### config.mk
export PLATFORM = sky130hd
export DESIGN_NAME = steer_quad_multi
export DESIGN_NICKNAME = d
export VERILOG_FILES = /design/src/rtl/steer_quad_pkg.sv /design/src/rtl/steer_quad_ch.sv /design/src/rtl/steer_quad_multi.sv
export SDC_FILE = /design/constraint.sdc
export NUM_CORES = 1
export LEC_CHECK = 0
export CORE_AREA = 2 2 178 180
export CTS_CLUSTER_SIZE = 30
export DETAILED_ROUTE_END_ITERATION = 10
export DIE_AREA = 0 0 180 182
export PLACE_DENSITY = 0.7
export SETUP_SLACK_MARGIN = 0.05
export SLEW_MARGIN = 15
export SYNTH_ARGS = -nofsm -noshare
export SYNTH_HDL_FRONTEND = slang
export SYNTH_SLANG_ARGS = --single-unit
### constraint.sdc
create_clock -name CLK -period 8 [get_ports CLK]
set_input_delay 2.4 -clock CLK [delete_from_list [all_inputs] [get_ports CLK]]
set_output_delay 2.4 -clock CLK [all_outputs]
set_load 0.02 [all_outputs]
### src/rtl/steer_quad_pkg.sv
// rtl/steer_quad_pkg.sv - shared types and phase encoding for the quadrature steering encoder
//
// Purpose: quadrature phase constants, FSM/direction enums and the phase
//          index -> {a,b} lookup shared by steer_quad_ch and steer_quad_multi.
// Ports:   none (package).
package steer_quad_pkg;

  localparam logic [1:0] QPH0 = 2'b00;
  localparam logic [1:0] QPH1 = 2'b01;
  localparam logic [1:0] QPH2 = 2'b11;
  localparam logic [1:0] QPH3 = 2'b10;

  typedef enum logic {ST_IDLE, ST_RUN} steer_st_t;
  typedef enum logic {DIR_L, DIR_R} steer_dir_t;

  // Phase index counts up for right steps and down for left steps, so the
  // Gray-coded {a,b} pair only ever changes one bit per step.
  function automatic logic [1:0] qph_of(input logic [1:0] idx);
    case (idx)
      2'd0:    return QPH0;
      2'd1:    return QPH1;
      2'd2:    return QPH2;
      default: return QPH3;
    endcase
  endfunction

endpackage

### src/rtl/steer_quad_ch.sv
// rtl/steer_quad_ch.sv - one steering channel: request FSM, period counter, accel ramp, phase
//
// Purpose: turns an exclusive left/right request into quadrature steps whose
//          period is clkdiv >> level, with level ramping up while held.
// Ports:   clk_i, resetn_i (sync, active low), clkdiv_i base period,
//          accel_en_i ramp enable, req_l_i/req_r_i decoded requests,
//          a_o/b_o quadrature pair, busy_o high in RUN,
//          pos_o signed wheel position (only with STEER_QUAD_POS_EN).
module steer_quad_ch
  import steer_quad_pkg::*;
#(
  parameter int DIV_W      = 24,
  parameter int ACCEL_LVLS = 4,
  parameter int ACCEL_HOLD = 16
) (
  input  logic             clk_i,
  input  logic             resetn_i,
  input  logic [DIV_W-1:0] clkdiv_i,
  input  logic             accel_en_i,
  input  logic             req_l_i,
  input  logic             req_r_i,
  output logic             a_o,
  output logic             b_o,
  output logic             busy_o
`ifdef STEER_QUAD_POS_EN
  ,
  output logic [7:0]       pos_o
`endif
);

  localparam int STEP_W = (ACCEL_HOLD > 1) ? $clog2(ACCEL_HOLD) : 1;
  localparam logic [STEP_W-1:0] STEP_LAST = STEP_W'(ACCEL_HOLD - 1);
  localparam logic [2:0]        LVL_TOP   = 3'(ACCEL_LVLS - 1);

  steer_st_t         state_q, state_d;
  steer_dir_t        dir_q, dir_d;
  logic [DIV_W-1:0]  counter_q, counter_d;
  logic [2:0]        level_q, level_d;
  logic [STEP_W-1:0] stepcnt_q, stepcnt_d;
  logic [1:0]        phase_q, phase_d;
`ifdef STEER_QUAD_POS_EN
  logic [7:0]        pos_q, pos_d;
`endif

  logic             req_any;
  steer_dir_t       req_dir;
  logic [DIV_W-1:0] period;
  logic             fire;

  assign req_any = req_l_i | req_r_i;
  assign req_dir = req_r_i ? DIR_R : DIR_L;

  // Greater-or-equal so a shrinking clkdiv (or level step) cannot strand
  // the counter above the new compare value.
  always_comb begin
    period = clkdiv_i >> level_q;
    if (period == '0) period = DIV_W'(1);
    fire = (counter_q >= period - DIV_W'(1));
  end

  // State register
  always_ff @(posedge clk_i) begin
    if (!resetn_i) state_q <= ST_IDLE;
    else           state_q <= state_d;
  end

  // Next-state logic
  always_comb begin
    state_d = state_q;
    case (state_q)
      ST_IDLE: if (req_any)  state_d = ST_RUN;
      ST_RUN:  if (!req_any) state_d = ST_IDLE;
      default: state_d = ST_IDLE;
    endcase
  end

  // Datapath next-state
  always_comb begin
    dir_d     = dir_q;
    counter_d = counter_q;
    level_d   = level_q;
    stepcnt_d = stepcnt_q;
    phase_d   = phase_q;
`ifdef STEER_QUAD_POS_EN
    pos_d     = pos_q;
`endif
    case (state_q)
      ST_RUN: begin
        if (!req_any || (req_dir != dir_q)) begin
          // Release or reversal restarts the ramp without moving the phase.
          dir_d     = req_any ? req_dir : dir_q;
          counter_d = '0;
          level_d   = '0;
          stepcnt_d = '0;
        end else if (fire) begin
          counter_d = '0;
          phase_d   = (dir_q == DIR_R) ? phase_q + 2'd1 : phase_q - 2'd1;
`ifdef STEER_QUAD_POS_EN
          pos_d     = (dir_q == DIR_R) ? pos_q + 8'd1 : pos_q - 8'd1;
`endif
          if (accel_en_i && (level_q != LVL_TOP)) begin
            if (stepcnt_q == STEP_LAST) begin
              level_d   = level_q + 3'd1;
              stepcnt_d = '0;
            end else begin
              stepcnt_d = stepcnt_q + STEP_W'(1);
            end
          end else if (stepcnt_q != STEP_LAST) begin
            stepcnt_d = stepcnt_q + STEP_W'(1);
          end
        end else begin
          counter_d = counter_q + DIV_W'(1);
        end
      end
      default: begin
        counter_d = '0;
        level_d   = '0;
        stepcnt_d = '0;
        if (req_any) dir_d = req_dir;
      end
    endcase
    if (!accel_en_i) level_d = '0;
  end

  always_ff @(posedge clk_i) begin
    if (!resetn_i) begin
      dir_q     <= DIR_L;
      counter_q <= '0;
      level_q   <= '0;
      stepcnt_q <= '0;
      phase_q   <= '0;
`ifdef STEER_QUAD_POS_EN
      pos_q     <= '0;
`endif
    end else begin
      dir_q     <= dir_d;
      counter_q <= counter_d;
      level_q   <= level_d;
      stepcnt_q <= stepcnt_d;
      phase_q   <= phase_d;
`ifdef STEER_QUAD_POS_EN
      pos_q     <= pos_d;
`endif
    end
  end

  // Outputs decode straight from registers, so they are glitch-free.
  always_comb begin
    {a_o, b_o} = qph_of(phase_q);
    busy_o     = (state_q == ST_RUN);
  end

`ifdef STEER_QUAD_POS_EN
  assign pos_o = pos_q;
`endif

endmodule

### src/rtl/steer_quad_multi.sv
// rtl/steer_quad_multi.sv - multi-channel joystick to quadrature steering encoder
//
// Purpose: registers per-player left/right, decodes exclusive requests and
//          drives NUM_CH independent steer_quad_ch channels.
//          Optional macro STEER_QUAD_POS_EN adds the pos output.
// Ports:   CLK, Reset_n (sync, active low), clkdiv base period, accel_en,
//          left/right per-channel requests, steer_a/steer_b quadrature pairs,
//          busy per channel, pos (NUM_CH x signed 8 bit, optional).
module steer_quad_multi
  import steer_quad_pkg::*;
#(
  parameter int NUM_CH     = 4,
  parameter int DIV_W      = 24,
  parameter int ACCEL_LVLS = 4,
  parameter int ACCEL_HOLD = 16
) (
  input  logic              CLK,
  input  logic              Reset_n,
  input  logic [DIV_W-1:0]  clkdiv,
  input  logic              accel_en,
  input  logic [NUM_CH-1:0] left,
  input  logic [NUM_CH-1:0] right,
  output logic [NUM_CH-1:0] steer_a,
  output logic [NUM_CH-1:0] steer_b,
  output logic [NUM_CH-1:0] busy
`ifdef STEER_QUAD_POS_EN
  ,
  output logic [NUM_CH*8-1:0] pos
`endif
);

  logic [NUM_CH-1:0] left_q, right_q;

  always_ff @(posedge CLK) begin
    if (!Reset_n) begin
      left_q  <= '0;
      right_q <= '0;
    end else begin
      left_q  <= left;
      right_q <= right;
    end
  end

  for (genvar g = 0; g < NUM_CH; g++) begin : g_ch
    // Both or neither pressed decodes to no request.
    steer_quad_ch #(
      .DIV_W      (DIV_W),
      .ACCEL_LVLS (ACCEL_LVLS),
      .ACCEL_HOLD (ACCEL_HOLD)
    ) u_ch (
      .clk_i      (CLK),
      .resetn_i   (Reset_n),
      .clkdiv_i   (clkdiv),
      .accel_en_i (accel_en),
      .req_l_i    (left_q[g] & ~right_q[g]),
      .req_r_i    (right_q[g] & ~left_q[g]),
      .a_o        (steer_a[g]),
      .b_o        (steer_b[g]),
      .busy_o     (busy[g])
`ifdef STEER_QUAD_POS_EN
      ,
      .pos_o      (pos[g*8 +: 8])
`endif
    );
  end

endmodule

==> results of run 1 <==
[placed cells by master (no fill, tap or decap), types with 5 or more instances in the layout]
cell type	count
a21o_1	27
mux2i_1	129
nand2_1	173
buf_12	7
mux4_1	5
or3_1	15
o21a_1	8
xnor2_1	76
nand2b_1	21
nor3_1	47
clkdlybuf4s50_1	45
a211oi_1	15
nand3_1	69
o22ai_1	8
mux4_2	48
and2_1	26
a21boi_0	6
nor4b_1	7
a31oi_1	20
or2_2	11
a32o_1	6
nor2b_1	24
nand4_1	28
inv_1	43
and3_1	37
ha_1	128
and4_1	7
o211ai_1	18
clkbuf_16	17
xor2_1	98
buf_4	72
o21ai_0	62
dfxtp_1	145
mux2_2	34
nor3b_1	11
nor4_1	9
nor2_1	211
a21oi_1	62
[cell usage after synthesis, drive strengths merged (13+ instances only)]
library cell  count  area share
a211oi           15      0.0074
a21o             27       0.013
a21oi            62       0.020
a31oi            20      0.0082
and2             27       0.011
and3             37       0.015
buf              55       0.023
clkbuf           59       0.015
dfxtp           148        0.20
ha              128        0.11
inv              46       0.011
mux2             34       0.025
mux2i           130       0.087
mux4             53       0.080
nand2           173       0.043
nand2b           21      0.0087
nand3            69       0.023
nand4            28       0.012
nor2            211       0.052
nor2b            24      0.0099
nor3             47       0.016
o211ai           18      0.0089
o21ai            64       0.021
or2              13      0.0055
or3              15      0.0062
xnor2            76       0.044
xor2             98       0.057
[metrics by stage]
step | power [mW] | instances
6_report | 1.89 | 2279
5_1_grt | 1.97 | 2279
4_1_cts | 1.91 | 2279
3_5_place_dp | 1.05 | 2247
3_3_place_gp | 1.05 | 2247
2_1_floorplan | 0.951 | 1834
[report_power, final]
| group | total, mW | leakage (nW) | switching, mW | internal (mW) |
|---|---|---|---|---|
| Sequential | 0.744 | 1.20 | 0.00283 | 0.742 |
| Clock | 0.846 | 0.286 | 0.365 | 0.481 |
| Combinational | 0.300 | 5.05 | 0.167 | 0.133 |
[critical path: cells and delay by family]
kind / cells / cell delay (ps)
AO/OA/AOI/OAI: 10 / 3170
buffers and inverters: 3 / 1040
AND/OR/NAND/NOR: 4 / 880
adder cells (fa/ha/maj): 1 / 290
multiplexers: 1 / 250
[worst max-delay path by stage]
stage / startpoint / endpoint / cells after the start
final: clkdiv[23] / g_ch[3].u_ch.counter_q[8]$_SDFF_PP0_ / 19
after global routing: clkdiv[14] / g_ch[3].u_ch.stepcnt_q[3]$_SDFFE_PP0P_ / 25
after CTS: clkdiv[10] / g_ch[3].u_ch.stepcnt_q[3]$_SDFFE_PP0P_ / 24
after detailed placement: clkdiv[10] / g_ch[3].u_ch.counter_q[19]$_SDFF_PP0_ / 24
after global placement: clkdiv[10] / g_ch[3].u_ch.counter_q[8]$_SDFF_PP0_ / 24
after floorplan: clkdiv[15] / g_ch[0].u_ch.counter_q[14]$_SDFF_PP0_ / 24
[routing by layer]
metal	GRT usage	part of all wire	vias to the layer above
li1	-	-	6675
met1	0.307	0.45	6416
met2	0.380	0.46	383
met3	0.0521	0.060	57
met4	0.0836	0.026	2
met5	0	0.00034	-
[repair_timing]
item | CTS | global route
hold buffers | 0 | 0
setup endpoints to repair | 0 | 1
resized for setup | 0 | 1
[cells by family (layout without fill, tap and decap cells)]
group                      count (synthesis)  after routing
and+or+nand+nor                          716            716
AOI/OAI and AO/OA                        289            289
muxes                                    217            217
xor gates and xnor gates                 174            174
buffers and inverters                    162            205
DFF                                      148            148
adders and majority gates                128            128
[area by class of cell]
cell class	count	area, um^2
Timing Repair Buffer	125	1140
Inverter	48	180
Multi-Input combinational cell	1524	11500
Clock buffer	20	457
Sequential cell	148	2970
Tap cell	402	503
Clock inverter	12	143
Fill cell	2838	14100
[sequential cells by signal (all words and copies together), names as in the netlist]
signal / cells
g_ch.u_ch.counter_q: 96
g_ch.u_ch.stepcnt_q: 16
g_ch.u_ch.level_q: 12
g_ch.u_ch.phase_q: 8
g_ch.u_ch.busy_o: 4
g_ch.u_ch.dir_q: 4
left_q: 4
right_q: 4
==> out/qor.csv, run 1 <==
stage,metric,value,unit
sta,final slew viol count,0,
global_routing,vias in the first global route,12800,
cts,CTS buffer count,17,
yosys,"EDFF count, synth",0,
final_layout,layout cells sized above 1,0.120,
status,status,"complete, no violations",
route,drt pass-1 iters,6,
critical_path,worst r2r path cells,17,
yosys,"Seq/Total Area, Yosys",0.195,
cts,Post-CTS Setup Bufs,0,
yosys,fraction of registers with async set/reset,0,
worst_hold_path,min-delay src,g_ch[2].u_ch.counter_q[0]$_SDFF_PP0_,
sta,worst hold margin,467,ps
critical_path,WS Path Type,in2reg,
flow_run,max-cap violations,0,
floorplanning,core region area,31000,um^2
route,vias per std cell,5.94,
critical_path,worst stage delay on the critical path,750,ps
power,P_leak,6.53,nW
critical_path,CP Max Fanout,24,
sta,Final Cycle Share,0.956,
yosys,XOR/XNOR Fraction of Synth Area,0.100,
route,DRT iter0 DRCs,919,
placement,post-DP HPWL,28600,um
sta,Worst Max-Slew Pin Slew,1110,ps
sta,RSZ-0062 raised after global routing,false,
route,wire per inst,16.8,um
critical_path,CP endpoint kind,flop,
route,DRC,0,
cts,later-pin clock latency in the skew report,470,ps
sta,min setup slack post-route,354,ps
floorplanning,Die Height,182,um
global_routing,first-pass GRT wire length,63600,um
critical_path,worst-path cell chain,"clkdlybuf4s50_1, buf_4, mux2i_1, a22oi_1, o41ai_1, o2111ai_1, o41ai_1, or4_1, o21ai_0, o221ai_1, ha_1, nand4_1, nor3_1, o21a_1, a311o_1, o21a_1, or3_1, buf_12, a21oi_1",
sta,Setup Skew,20.2,ps
floorplanning,row count,65,
power,PwrDens,112,nW/um^2
yosys,predominant post-synthesis flop cell,dfxtp_1,
global_routing,initial antenna violation count,1,
final_layout,Nets,2027,
final_layout,Post-Layout Inst Area,16900,um^2
critical_path,Setup crit start kind,input port,
sta,Fmax,131,MHz
cts,H-tree depth,4,
yosys,Yosys reg bits,148,
cts,TritonCTS clock tree,built,
sta,min cycle time layout,7650,ps
route,final wirelength,38300,um
worst_hold_path,Hold Path Depth,1,
yosys,post-synthesis compound-gate area fraction,0.127,
yosys,Netlist Area Pre-Place,15200,um^2
cts,CTS sink cnt,148,
route,Via Count,13500,
critical_path,Critical R2R Launch,g_ch[3].u_ch.level_q[1]$_SDFFE_PP0P_,
placement,Area after DPL,16200,um^2
final_layout,n_diodes,0,
cts,"Clk pin slew, worst setup/hold paths",70,ps
yosys,synthesized area per cell,8.27,um^2
cts,root buffer cell,clkbuf_16,
sta,Final TNS setup,0,ps
yosys,Synthesis Warnings,0,
worst_hold_path,Hold EP,g_ch[2].u_ch.counter_q[0]$_SDFF_PP0_,
yosys,largest family of logic cells by synthesized area,simple AND/OR/NAND/NOR gates,
sta,slew margin rel.,0.259,
global_routing,GRT Resource Usage Total,0.235,
floorplanning,Top-Level Pins,47,
critical_path,R2R setup slack,1950,ps
sta,final hold vios,0,
yosys,Mapped Nets,1997,
critical_path,WP data required,8400,ps
global_routing,largest net degree at the start of global routing,48,
placement,gpl congestion,0.879,
worst_hold_path,Hold WC Path Type,reg2reg,
floorplanning,Total Die Area,32800,um^2
cts,CTS max path bufs,2,
floorplanning,Initial Util,0.490,
critical_path,FF-to-FF End,g_ch[3].u_ch.counter_q[8]$_SDFF_PP0_,
sta,final setup fails,0,
yosys,Cells after Synth,1834,
route,Detail Route Antenna Nets,0,
yosys,Post-Synth Adder-Cell Area,0.106,
final_layout,final core occ,0.544,
critical_path,Crit-path slowest cell,o41ai_1,
power,worst vdd ir,0.000162,V
yosys,Yosys cell types,88,
placement,pre-CTS WS,63.7,ps
global_routing,Congestion Overflow GR,0,
floorplanning,Die Wd,180,um
yosys,area share of and/or/nand/nor cells after synthesis,0.230,
final_layout,Layout area overhead,11.1,%
placement,PortBufs,46,
yosys,mux contribution to synthesized area,0.192,
critical_path,crit path DAT,8050,ps
Note: power is estimated with default switching activity, not from simulation.
==> run 2: changes to the inputs <==
--- a/config.mk
+++ b/config.mk
@@ -5,11 +5,10 @@
 export SDC_FILE = /design/constraint.sdc
 export NUM_CORES = 1
 export LEC_CHECK = 0
-export CORE_AREA = 2 2 178 180
-export CTS_CLUSTER_SIZE = 30
+export CORE_AREA = 2 2 228 140
 export DETAILED_ROUTE_END_ITERATION = 10
-export DIE_AREA = 0 0 180 182
-export PLACE_DENSITY = 0.7
+export DIE_AREA = 0 0 230 142
+export PLACE_DENSITY = 0.71
 export SETUP_SLACK_MARGIN = 0.05
 export SLEW_MARGIN = 15
 export SYNTH_ARGS = -nofsm -noshare
==> constraint.sdc (replaced) <==
create_clock -name CLK -period 8.01 [get_ports CLK]
set_input_delay 2.403 -clock CLK [delete_from_list [all_inputs] [get_ports CLK]]
set_output_delay 2.403 -clock CLK [all_outputs]
set_load 0.02 [all_outputs]
==> out/qor.csv, run 2 (synthesis results as in run 1) <==
stage,metric,value,unit,change
sta,slew margin rel.,0.274,,+0.0155
cts,PostCTS Resize Cnt,0,,unchanged
cts,TritonCTS clock tree,built,,
placement,gpl congestion,0.921,,+4.8%
final_layout,layout cells sized above 1,0.126,,+0.00579
route,Via Count,13800,,+1.9%
power,PwrDens,108,nW/um^2,-3.5%
cts,CTS sink cnt,148,,unchanged
final_layout,"commonest non-fill, non-tap cells in the layout","211 x nor2_1, 173 x nand2_1, 145 x dfxtp_1",,
power,worst vdd ir,0.000158,V,-2.4%
global_routing,initial antenna violation count,1,,unchanged
placement,Area after DPL,16300,um^2,+0.54%
cts,"Clk pin slew, worst setup/hold paths",60,ps,about the same
critical_path,Crit path top cell by count,nor2_1,,
critical_path,family with the most delay on the worst path,simple AND/OR/NAND/NOR gates,,
critical_path,worst stage delay on the critical path,670,ps,-80 ps
cts,hold_buf cts,0,,unchanged
sta,RSZ-0062 raised after global routing,true,,
global_routing,largest net degree at the start of global routing,48,,unchanged
floorplanning,Initial Util,0.495,,+0.00530
floorplanning,Top-Level Pins,47,,unchanged
sta,final slew viol count,0,,unchanged
floorplanning,Die Wd,230,um,+28%
sta,Fmax,131,MHz,
cts,later-pin clock latency in the skew report,470,ps,about the same
critical_path,Crit path buffers/inverters,2,,-1
final_layout,final core occ,0.551,,+0.00731
sta,min cycle time layout,7660,ps,
global_routing,met1 GRT Util,0.372,,+0.0654
final_layout,Layout area overhead,11.3,%,
route,DRT iter0 DRCs,1374,,+50%
critical_path,worst-path cell chain,"clkdlybuf4s50_1, mux4_1, a21oi_1, o22ai_1, or4_4, or4b_4, o311a_1, ha_1, nand2_1, or4_4, nor2_1, xor2_1, ha_1, a21o_1, a21o_1, a21oi_1, o21ai_0, a31o_2, nor2_1, nand2_1, buf_4, nor2_1",,
critical_path,Setup crit start kind,input port,,
flow_run,max-cap violations,0,,unchanged
final_layout,fill count,2833,,-0.18%
global_routing,grt peak-use layer,met1,,
cts,Post-CTS Setup Bufs,0,,unchanged
sta,Setup Skew,15.9,ps,-4.22 ps
critical_path,worst setup path start,clkdiv[18],,
cts,root buffer cell,clkbuf_16,,
route,vias per std cell,5.99,,+0.90%
final_layout,n_diodes,0,,unchanged
final_layout,Nets,2038,,+0.54%
critical_path,CP Max Fanout,23,,-4.2%
critical_path,CP endpoint kind,flop,,
critical_path,Crit-path slowest cell,clkdlybuf4s50_1,,
global_routing,met2 usage,0.360,,-0.0207
status,status,"complete, no violations",,
route,wire per inst,17.5,um,+4.3%
cts,H-tree depth,4,,unchanged
route,final wirelength,40300,um,+5.3%
critical_path,critical path endpoint,g_ch[2].u_ch.counter_q[18]$_SDFF_PP0_,,
floorplanning,Total Die Area,32700,um^2,-0.31%
final_layout,biggest regs,"g_ch.u_ch.counter_q x96, g_ch.u_ch.stepcnt_q x16, g_ch.u_ch.level_q x12",,
cts,CTS max path bufs,2,,unchanged
global_routing,routing usage on met3,0.0589,,+0.00675
route,DRC,0,,unchanged
critical_path,worst r2r path cells,22,,+5
final_layout,register area,2970,um^2,unchanged
power,P_leak,6.54,nW,+0.14%
critical_path,Critical R2R Launch,g_ch[1].u_ch.level_q[0]$_SDFFE_PP0P_,,
global_routing,vias in the first global route,12700,,-1.2%
critical_path,WS Path Type,in2reg,,
critical_path,FF-to-FF End,g_ch[1].u_ch.phase_q[1]$_SDFFE_PN0P_,,
sta,Worst Max-Slew Pin Slew,1090,ps,-23.3 ps
floorplanning,core region area,30700,um^2,-1.1%
floorplanning,Die Height,142,um,-22%
critical_path,WP depth,22,,+3
sta,final hold vios,0,,unchanged
worst_hold_path,Hold WC Path Type,reg2reg,,
final_layout,Post-Layout Inst Area,16900,um^2,+0.26%
sta,worst hold margin,469,ps,+2.33 ps
sta,Final Cycle Share,0.956,,
critical_path,crit path DAT,8050,ps,about the same
floorplanning,row count,50,,-23%
critical_path,R2R setup slack,1830,ps,-120 ps
sta,Final TNS setup,0,ps,unchanged
sta,final setup fails,0,,unchanged
final_layout,"most common cell after layout, fill and taps aside",nor2_1,,
placement,PortBufs,46,,unchanged
final_layout,Top reg by flops,g_ch.u_ch.counter_q,,
cts,CTS buffer count,17,,unchanged
final_layout,Multi-input gate area,11500,um^2,about the same
placement,post-DP HPWL,30900,um,+7.9%
global_routing,Congestion Overflow GR,0,,unchanged
critical_path,WP data required,8400,ps,about the same
route,Detail Route Antenna Nets,0,,unchanged
global_routing,first-pass GRT wire length,66100,um,+4.0%
global_routing,GRT Resource Usage Total,0.249,,+0.0140
final_layout,max FFs per register,96,,unchanged
route,drt pass-1 iters,6,,unchanged
[run 2: layout make-up]
type / instances / area share
clock buffer: 18 / 0.0260
clock inverter: 12 / 0.00637
tap: 416 / 0.0308
timing repair buffer: 136 / 0.0717
sequential: 148 / 0.176
inverter: 48 / 0.0107
multi-input combinational: 1524 / 0.679
[run 2: how the worst min path moves through the flow]
stage	end	slack, ps	cells past startpoint	startpoint
floorplan	g_ch[2].u_ch.counter_q[0]$_SDFF_PP0_	430	1	g_ch[2].u_ch.counter_q[0]$_SDFF_PP0_
finish	g_ch[2].u_ch.counter_q[0]$_SDFF_PP0_	470	1	g_ch[2].u_ch.counter_q[0]$_SDFF_PP0_
global placement	g_ch[2].u_ch.counter_q[0]$_SDFF_PP0_	430	1	g_ch[2].u_ch.counter_q[0]$_SDFF_PP0_
detailed placement	g_ch[2].u_ch.counter_q[0]$_SDFF_PP0_	460	1	g_ch[2].u_ch.counter_q[0]$_SDFF_PP0_
CTS	g_ch[2].u_ch.counter_q[0]$_SDFF_PP0_	470	1	g_ch[2].u_ch.counter_q[0]$_SDFF_PP0_
global route	g_ch[2].u_ch.counter_q[0]$_SDFF_PP0_	490	1	g_ch[2].u_ch.counter_q[0]$_SDFF_PP0_
[run 2: where the power goes]
group	internal, mW	switching, mW	leakage, nW
sequential	0.741	0.00288	1.20
combinational	0.137	0.175	5.08
clock	0.431	0.344	0.264
total	1.31	0.522	6.54
[run 2: layer usage]
layer | wire, um | part of all wire | vias to the layer above
met5 | 13 | 0.00032 | -
met1 | 19600 | 0.49 | 6497
li1 | - | - | 6706
met3 | 3490 | 0.087 | 51
met2 | 16600 | 0.41 | 536
met4 | 613 | 0.015 | 2
[run 2: per-stage QoR]
step	power, mW	instances	worst slack, ps
after floorplan	0.950	1834	850
after global placement	1.05	2272	72.2
after detailed placement	1.06	2272	-104
after CTS	1.84	2302	364
after global routing	1.90	2302	24.2
final	1.83	2302	351
